File: src/rtl/fetch_stage_if.sv
// Bundles the instruction-memory read channel, the decode-side slot handshake
// and the EX redirect that the fetch stage exchanges with the rest of the core.
interface fetch_stage_if;
  logic        imem_read;
  logic [31:0] imem_address;
  logic        imem_resp;
  logic [31:0] imem_rdata;
  logic        id_ready;
  logic        redirect;
  logic [31:0] redirect_pc;
  logic        if_valid;
  logic [31:0] if_ir;
  logic [31:0] if_pc;

  modport master (
    output imem_read,
    output imem_address,
    input  imem_resp,
    input  imem_rdata,
    input  id_ready,
    input  redirect,
    input  redirect_pc,
    output if_valid,
    output if_ir,
    output if_pc
  );

  modport slave (
    input  imem_read,
    input  imem_address,
    output imem_resp,
    output imem_rdata,
    output id_ready,
    output redirect,
    output redirect_pc,
    input  if_valid,
    input  if_ir,
    input  if_pc
  );
endinterface

File: src/rtl/fetch_stage.sv
// RV32I instruction-fetch stage: PC register, blocking imem read handshake,
// IF/ID output slot, and redirect handling including redirects during a read.
module fetch_stage #(
  parameter logic [31:0] RESET_PC = 32'h6000_0000
) (
  input  logic          clk,
  input  logic          rst_n,
  fetch_stage_if.master bus
);

  localparam logic [31:0] NOP = 32'h0000_0013;

  typedef enum logic [1:0] {
    HOLD  = 2'd0,
    FETCH = 2'd1,
    DROP  = 2'd2
  } state_t;

  state_t      state_q, state_d;
  logic [31:0] pc_q, pc_d;
  logic [31:0] pend_pc_q, pend_pc_d;
  logic        read_q, read_d;
  logic        if_valid_q, if_valid_d;
  logic [31:0] if_ir_q, if_ir_d;
  logic [31:0] if_pc_q, if_pc_d;

  logic [31:0] redirect_target;
  logic        slot_free;

  assign redirect_target = bus.redirect_pc & ~32'h3;
  assign slot_free       = !if_valid_q || bus.id_ready || bus.redirect;

  always_comb begin
    state_d    = state_q;
    pc_d       = pc_q;
    pend_pc_d  = pend_pc_q;
    if_valid_d = if_valid_q;
    if_ir_d    = if_ir_q;
    if_pc_d    = if_pc_q;

    // Decode consumes the slot, or a redirect squashes whatever it holds.
    if ((if_valid_q && bus.id_ready) || bus.redirect) begin
      if_valid_d = 1'b0;
    end

    unique case (state_q)
      HOLD: begin
        if (bus.redirect) begin
          pc_d    = redirect_target;
          state_d = FETCH;
        end else if (slot_free) begin
          state_d = FETCH;
        end
      end

      FETCH: begin
        if (bus.imem_resp && !bus.redirect) begin
          if_ir_d    = bus.imem_rdata;
          if_pc_d    = pc_q;
          if_valid_d = 1'b1;
          pc_d       = pc_q + 32'd4;
          state_d    = HOLD;
        end else if (bus.imem_resp) begin
          pc_d = redirect_target;
        end else if (bus.redirect) begin
          // Address must stay stable until memory answers, so park the target.
          pend_pc_d = redirect_target;
          state_d   = DROP;
        end
      end

      DROP: begin
        if (bus.imem_resp) begin
          pc_d    = bus.redirect ? redirect_target : pend_pc_q;
          state_d = FETCH;
        end else if (bus.redirect) begin
          pend_pc_d = redirect_target;
        end
      end

      default: begin
        state_d = HOLD;
      end
    endcase

    read_d = (state_d != HOLD);
  end

  always_ff @(posedge clk or negedge rst_n) begin
    if (!rst_n) begin
      state_q    <= HOLD;
      pc_q       <= RESET_PC;
      pend_pc_q  <= 32'h0;
      read_q     <= 1'b0;
      if_valid_q <= 1'b0;
      if_ir_q    <= NOP;
      if_pc_q    <= 32'h0;
    end else begin
      state_q    <= state_d;
      pc_q       <= pc_d;
      pend_pc_q  <= pend_pc_d;
      read_q     <= read_d;
      if_valid_q <= if_valid_d;
      if_ir_q    <= if_ir_d;
      if_pc_q    <= if_pc_d;
    end
  end

  assign bus.imem_read    = read_q;
  assign bus.imem_address = pc_q;
  assign bus.if_valid     = if_valid_q;
  assign bus.if_ir        = if_ir_q;
  assign bus.if_pc        = if_pc_q;

endmodule

File: src/flat_wrapper.sv
// flat-port wrapper written by rule: the top's interface ports become plain ports
module fetch_stage_flat 
#(
  parameter logic [31:0] RESET_PC = 32'h6000_0000
)
  (clk, rst_n, bus_imem_read, bus_imem_address, bus_imem_resp, bus_imem_rdata, bus_id_ready, bus_redirect, bus_redirect_pc, bus_if_valid, bus_if_ir, bus_if_pc);
  fetch_stage_if bus_i ();
  input  logic clk;
  input  logic rst_n;
  output wire logic [$bits(bus_i.imem_read)-1:0] bus_imem_read;
  output wire logic [$bits(bus_i.imem_address)-1:0] bus_imem_address;
  input wire logic [$bits(bus_i.imem_resp)-1:0] bus_imem_resp;
  input wire logic [$bits(bus_i.imem_rdata)-1:0] bus_imem_rdata;
  input wire logic [$bits(bus_i.id_ready)-1:0] bus_id_ready;
  input wire logic [$bits(bus_i.redirect)-1:0] bus_redirect;
  input wire logic [$bits(bus_i.redirect_pc)-1:0] bus_redirect_pc;
  output wire logic [$bits(bus_i.if_valid)-1:0] bus_if_valid;
  output wire logic [$bits(bus_i.if_ir)-1:0] bus_if_ir;
  output wire logic [$bits(bus_i.if_pc)-1:0] bus_if_pc;
  assign bus_imem_read = bus_i.imem_read;
  assign bus_imem_address = bus_i.imem_address;
  assign bus_i.imem_resp = bus_imem_resp;
  assign bus_i.imem_rdata = bus_imem_rdata;
  assign bus_i.id_ready = bus_id_ready;
  assign bus_i.redirect = bus_redirect;
  assign bus_i.redirect_pc = bus_redirect_pc;
  assign bus_if_valid = bus_i.if_valid;
  assign bus_if_ir = bus_i.if_ir;
  assign bus_if_pc = bus_i.if_pc;
  fetch_stage #(.RESET_PC(RESET_PC)) u_core (.clk(clk), .rst_n(rst_n), .bus(bus_i));
endmodule
File: config.mk
export PLATFORM = sky130hd
export DESIGN_NAME = fetch_stage_flat
export DESIGN_NICKNAME = d
export VERILOG_FILES = /design/src/rtl/fetch_stage_if.sv /design/src/rtl/fetch_stage.sv /design/src/flat_wrapper.sv
export SDC_FILE = /design/constraint.sdc
export NUM_CORES = 1
export LEC_CHECK = 0
export ABC_CLOCK_PERIOD_IN_PS = 3800
export CAP_MARGIN = 20
export CORE_UTILIZATION = 40
export CTS_CLUSTER_DIAMETER = 30
export CTS_CLUSTER_SIZE = 8
export DETAILED_ROUTE_END_ITERATION = 8
export GPL_ROUTABILITY_DRIVEN = 0
export GPL_TIMING_DRIVEN = 0
export PLACE_DENSITY = 0.71
export SLEW_MARGIN = 40
export SYNTH_ARGS = -nofsm -noshare
export SYNTH_HDL_FRONTEND = slang
export SYNTH_SLANG_ARGS = --single-unit
File: constraint.sdc
create_clock -name clk -period 3.8 [get_ports clk]
set_input_delay 0.38 -clock clk [delete_from_list [all_inputs] [get_ports clk]]
set_output_delay 0.38 -clock clk [all_outputs]
set_load 0.005 [all_outputs]
==> impl_metrics.ini, run 1 <==
[run_status]
status = complete, no violations

[logic_synthesis]
synthFlopType = dfrtp_1
netlist_area_sq_um = 6860
syn-num-nets = 812
yosysUniqueCellTypes = 67
yosys.area.top_type = dfrtp_1
avgSynthCellArea_sq_um = 9.30
async_flop_share = 1.00
synth_top_area_frac = 0.463
synth_seq_cells = 132
synth_edf_count = 0
yosysWarnings = 0
synth_cells = 738
yosysSeqAreaShare = 0.482
yosys-top-cells-area = dfrtp_1 46%, nand2_1 12%, mux2_2 9.0%

[setup_path]
critPathKind = flop to flop
worstSetupStartpointType = flop
cp_num_buf_inv = 4
cp.arrival_ns = 2.96
slowest_stage = clkbuf_1
r2r-end = u_core.bus.imem_address[0]
endpoint = u_core.bus.imem_address[0]
cp_max_fo = 10
crit_chain = inv_1, ha_1, clkbuf_1, clkbuf_1, clkbuf_1, nand4_1, o21ai_0
slowest_delay_ns = 0.48
crit_family = buffers and inverters
cp.required_ns = 4.14
reg2reg_slack_ns = 1.18
r2r-start = u_core.state_q[1]
critPathLaunch = u_core.state_q[1]
cp.depth = 7
cp_common_cell = clkbuf_1
cp-end-kind = flop
ff2ff_path_depth = 7

[drt]
wl_microns = 20600
drt_iter0_markers = 513
topRoutingLayerUsed = met4
avgRoutedWirePerCell_microns = 17.8
vias = 6388
drc = 0
via_per_inst = 5.53
met1_length_microns = 8960
dr.pass1.iters = 5
ant_nets = 0
wl_met2_microns = 9480
wl_met3_microns = 1630

[grt]
grt_pass1_vias = 6110
track_usage = 0.241
grt_max_degree = 71
grt_antenna_before_repair = 0
overflow = 0
grt_pass1_wl_microns = 32700

[timing]
finalCriticalPeriod_ns = 2.62
worst_pin_slew_ns = 0.588
setup_viol = 0
slew_viol_final = 0
timing.final.hold_violations = 0
rsz0062_at_grt = no
fin_skew_ns = 0.00562
slew_headroom = 0.608
period_share = 0.690
setup_tns_ns = 0
fmax_mhz = 382

[clocking]
cts_repair_resize_count = 0
numClockSinks = 132
clockRootBuffer = clkbuf_16
clk_latency_ns = 0.42
cts_setup_buffers = 0
cts_made_buffers = 17
clk_pin_slew_worst_paths_ns = 0.06
cts_tree = yes
htree_levels = 4
cts_hold_buf = 1
clockBufferDepth = 2

[pwr]
p_leak_nw = 4.11
powerDensity_nw_per_um2 = 800
power_mw = 7.55
vdd.ir_drop.worst_uv = 379

[placement]
io_buffer_count = 164
dp_cells = 1123
hpwlAfterDp_microns = 14800

[finish]
diodes = 0
num-nets-final = 997
layout-drive-gt1-share = 0.149
nFillCells = 1509
area_growth_pct = 37.4
final_cells = 1156

[floorplanning]
start_util = 0.412
die_y_microns = 133
die_w_microns = 133
rows = 47
die_area_sq_um = 17700
io_pins = 167
core-area_sq_um = 16600

[hold_path]
whs_path_depth = 3
hold_path_class = input pin to flop

[job]
drv_cap = 0
cells in the mapped netlist (all sizes together) (4+ instances only):
library cell,n
a221oi,8
inv,8
o21ai,52
a22o,10
nand2,219
a311oi,4
buf,29
dfstp,5
nor4,7
a211oi,5
o31ai,12
mux2,55
nor3,12
a32oi,10
clkbuf,25
and4,5
ha,5
a21oi,8
dfrtp,127
a22oi,5
nand3,12
nor2,41
and2,6
o2bb2ai,4
nand4,13
a31oi,7
placed cells by master (no fill, tap or decap), types with 4 or more instances in the layout:
cell type / synthesis / routed
a22o_1: 9 / 9
a32oi_1: 10 / 10
nor3_1: 11 / 11
clkinv_4: 0 / 5
nor2_1: 41 / 41
clkbuf_1: 21 / 21
nor4_1: 5 / 5
and4_1: 4 / 4
a221oi_1: 8 / 8
a311oi_1: 4 / 4
clkdlybuf4s50_1: 0 / 163
nand2_1: 219 / 219
mux2_2: 55 / 55
a21oi_1: 8 / 8
clkbuf_8: 4 / 8
dfrtp_1: 127 / 127
and2_1: 5 / 5
nand4_1: 11 / 11
ha_1: 5 / 5
o21ai_0: 51 / 51
o2bb2ai_1: 4 / 4
nand3_1: 11 / 11
a211oi_1: 5 / 5
clkbuf_16: 0 / 17
o31ai_1: 12 / 12
buf_2: 27 / 27
dfstp_2: 5 / 5
a22oi_1: 5 / 5
a31oi_1: 7 / 7
inv_1: 8 / 8
sequential cells by signal, indices dropped and copies added, names as in the netlist:
signal and cells:
u_core.bus.if_valid 1, u_core.state_q 2, u_core.bus.imem_address 32, u_core.bus.if_ir 32, u_core.pend_pc_q 32, u_core.bus.imem_read 1, u_core.bus.if_pc 32
report_power, final:
part           internal (mW)  leakage, nW  switching [mW]
clock                   1.04        0.299           0.615
sequential              2.07         1.64           0.514
combinational           1.70         2.18            1.62
area by class of cell:
type                       count  area, sq um  area share
clock buffer                  21          480      0.0510
buffer                        54          284      0.0301
timing repair buffer         166         1680       0.179
sequential                   132         3310       0.351
inverter                       8         30.0     0.00318
tap                          220          275      0.0292
clock inverter                11          126      0.0134
multi-input combinational    544         3240       0.344
cells by family after synthesis:
| group | after synthesis | synth area share |
|---|---|---|
| AND/OR/NAND/NOR | 333 | 0.220 |
| XOR/XNOR | 5 | 0.00638 |
| adder cells (fa/ha/maj) | 5 | 0.00912 |
| buffers and inverters | 62 | 0.0458 |
| AO/OA/AOI/OAI | 144 | 0.143 |
| multiplexers | 57 | 0.0932 |
| flip-flops | 132 | 0.482 |
stage by stage:
stage / cell area [sq um] / utilization / setup WS [ns] / hold slack [ns]
final: 9430 / 0.567 / 1.18 / 0.451
after global routing: 9430 / 0.567 / 1.03 / 0.457
after CTS: 9430 / 0.567 / 1.25 / 0.439
after detailed placement: 8810 / 0.530 / 1.24 / 0.383
after global placement: 8780 / 0.528 / -3.06 / 0.448
after floorplan: 6860 / - / 1.93 / 0.0844
routing by layer:
layer  global-route usage  vias to the layer above
li1                     -                     2969
met1                0.326                     3068
met2                0.369                      308
met3               0.0521                       43
met4                0.112                        0
met5                    0                        -
worst register-to-register path, stage by stage, from the launching register on:
cell	delay, ns
dfrtp_1	0.39
inv_1	0.08
ha_1	0.28
clkbuf_1	0.34
clkbuf_1	0.48
clkbuf_1	0.48
nand4_1	0.27
o21ai_0	0.22
how the worst min path moves through the flow:
stage                      endpoint           startpoint
6_report        u_core.bus.if_ir[0]    bus_imem_rdata[0]
5_1_grt         u_core.bus.if_ir[0]    bus_imem_rdata[0]
4_1_cts         u_core.bus.if_ir[0]    bus_imem_rdata[0]
3_5_place_dp    u_core.bus.if_ir[2]                rst_n
3_3_place_gp    u_core.bus.if_ir[0]  u_core.bus.if_ir[0]
2_1_floorplan  u_core.bus.if_ir[10]                rst_n
Power figures use the tool's default switching activity.
==> run 2, diff against run 1 <==
--- a/config.mk
+++ b/config.mk
@@ -5,7 +5,7 @@
 export SDC_FILE = /design/constraint.sdc
 export NUM_CORES = 1
 export LEC_CHECK = 0
-export ABC_CLOCK_PERIOD_IN_PS = 3800
+export ABC_CLOCK_PERIOD_IN_PS = 2200
 export CAP_MARGIN = 20
 export CORE_UTILIZATION = 40
 export CTS_CLUSTER_DIAMETER = 30
@@ -13,7 +13,7 @@
 export DETAILED_ROUTE_END_ITERATION = 8
 export GPL_ROUTABILITY_DRIVEN = 0
 export GPL_TIMING_DRIVEN = 0
-export PLACE_DENSITY = 0.71
+export PLACE_DENSITY = 0.73
 export SLEW_MARGIN = 40
 export SYNTH_ARGS = -nofsm -noshare
 export SYNTH_HDL_FRONTEND = slang
==> constraint.sdc (replaced) <==
create_clock -name clk -period 2.2 [get_ports clk]
set_input_delay 0.22 -clock clk [delete_from_list [all_inputs] [get_ports clk]]
set_output_delay 0.22 -clock clk [all_outputs]
set_load 0.005 [all_outputs]
==> impl_metrics.ini, run 2 (synthesized netlist as in run 1, its figures left out) <==
[grt]
grt_pass1_wl_microns = 32400
grt_max_degree = 57
grt_pass1_vias = 5992
track_usage = 0.237
overflow = 0
grt_antenna_before_repair = 0

[finish]
final_cell_mix = 219 x nand2_1, 163 x clkdlybuf4s50_1, 126 x dfrtp_1, 55 x mux2_2, 51 x o21ai_0
num-nets-final = 998
fin_area_sq_um = 9510
diodes = 0
nFillCells = 1480
layout_commonest_cell = nand2_1
layout-drive-gt1-share = 0.174
area_growth_pct = 38.6

[setup_path]
slowest_stage = dfrtp_1
cp_num_buf_inv = 3
crit_family = compound AO/OA/AOI/OAI gates
cp-end-kind = flop
critPathKind = flop to flop
critPathLaunch = u_core.state_q[1]
endpoint = u_core.bus.imem_address[17]
cp.arrival_ns = 2.38
r2r-end = u_core.bus.imem_address[17]
ff2ff_path_depth = 8
worstSetupStartpointType = flop
slowest_delay_ns = 0.39
cp.required_ns = 2.50
crit_chain = inv_1, ha_1, buf_2, o21bai_1, o311a_2, clkbuf_2, o21ai_0, o2bb2ai_1
cp_max_fo = 10
cp.depth = 8
r2r-start = u_core.state_q[1]
reg2reg_slack_ns = 0.13

[pwr]
switchingPower_mw = 4.80
p_leak_nw = 4.18
powerDensity_nw_per_um2 = 1390
p_clk_frac = 0.220
pwr-share-comb = 0.442
seqPwrFrac = 0.338
p_int_mw = 8.37
vdd.ir_drop.worst_uv = 686
power_switching_share = 0.365
power_mw = 13.2

[clocking]
clk_latency_ns = 0.42
clk_pin_slew_worst_paths_ns = 0.06
cts_tree = yes
clockBufferDepth = 2
clockRootBuffer = clkbuf_16
cts_made_buffers = 17
htree_levels = 4
numClockSinks = 132

[timing]
period_share = 0.943
fmax_mhz = 482
fin_skew_ns = 0.00654
finalCriticalPeriod_ns = 2.07
worst_pin_slew_ns = 0.534
slew_headroom = 0.644
slew_viol_final = 0
whs_ns = 0.242
setup_viol = 0
timing.final.hold_violations = 0

[floorplanning]
start_util = 0.412
io_pins = 167
die_y_microns = 133
die_w_microns = 133
rows = 47
die_area_sq_um = 17700
core-area_sq_um = 16600

[drt]
avgRoutedWirePerCell_microns = 17.9
drt_iter0_markers = 571
wl_microns = 20800
ant_nets = 0
dr.pass1.iters = 5
drc = 0
vias = 6348
via_per_inst = 5.49

[placement]
hpwlAfterDp_microns = 14800
io_buffer_count = 164
placed_area_sq_um = 8840

[job]
drv_cap = 0

[hold_path]
hold_path_class = input pin to async pin

[run_status]
status = complete, no violations
## run 2: repair_timing
item | 4_1_cts | 5_1_grt
endpoints found under the setup margin | 90 | 93
endpoints found under the hold margin | 76 | 0
gates resized for setup | 13 | 20
setup buffers | 1 | 1
hold buffers | 1 | 0
pin swaps | 1 | 1
## run 2: worst min path at each step
stage / depth (start not counted) / endpoint / slack, ns
6_report: 2 / u_core.bus.if_ir[2] / 0.24
5_1_grt: 2 / u_core.bus.if_ir[2] / 0.27
4_1_cts: 2 / u_core.bus.if_ir[2] / 0.25
3_5_place_dp: 1 / u_core.bus.if_ir[2] / 0.10
3_3_place_gp: 2 / u_core.bus.if_ir[0] / 0.45
2_1_floorplan: 0 / u_core.bus.if_ir[10] / -0.08
## run 2: through the flow
step | cells | setup WS, ns | TNS [ns] | util
2_1_floorplan | 738 | 0.331 | 0 | -
3_3_place_gp | 1122 | -4.48 | -591.69 | 0.528
3_5_place_dp | 1124 | -0.280 | -11.36 | 0.531
4_1_cts | 1158 | 0.00827 | 0 | 0.570
5_1_grt | 1157 | -0.00311 | -0.00311 | 0.571
6_report | 1157 | 0.126 | 0 | 0.571
## run 2: layout make-up
type	count	area, sq um	share of cell area
Sequential cell	132	3310	0.348
Multi-Input combinational cell	544	3260	0.343
Timing Repair Buffer	169	1730	0.182
Clock buffer	20	447	0.0470
Buffer	52	305	0.0321
Tap cell	220	275	0.0289
Clock inverter	12	154	0.0162
Inverter	8	30.0	0.00316
## run 2: metal layers
layer,GRT usage,vias up,share of wire
met2,0.364,312,0.46
met3,0.0575,63,0.070
met1,0.314,2995,0.44
li1,-,2978,-
met4,0.110,0,0.032
met5,0,-,0
## run 2: power groups by stage
stage	clock network [mW]	logic, mW	registers, mW
global placement	0	5.61	4.42
CTS	2.94	5.76	4.42
finish	2.90	5.83	4.45
detailed placement	0	5.71	4.46
global route	3.04	6.33	4.60
floorplan	0	2.91	4.35
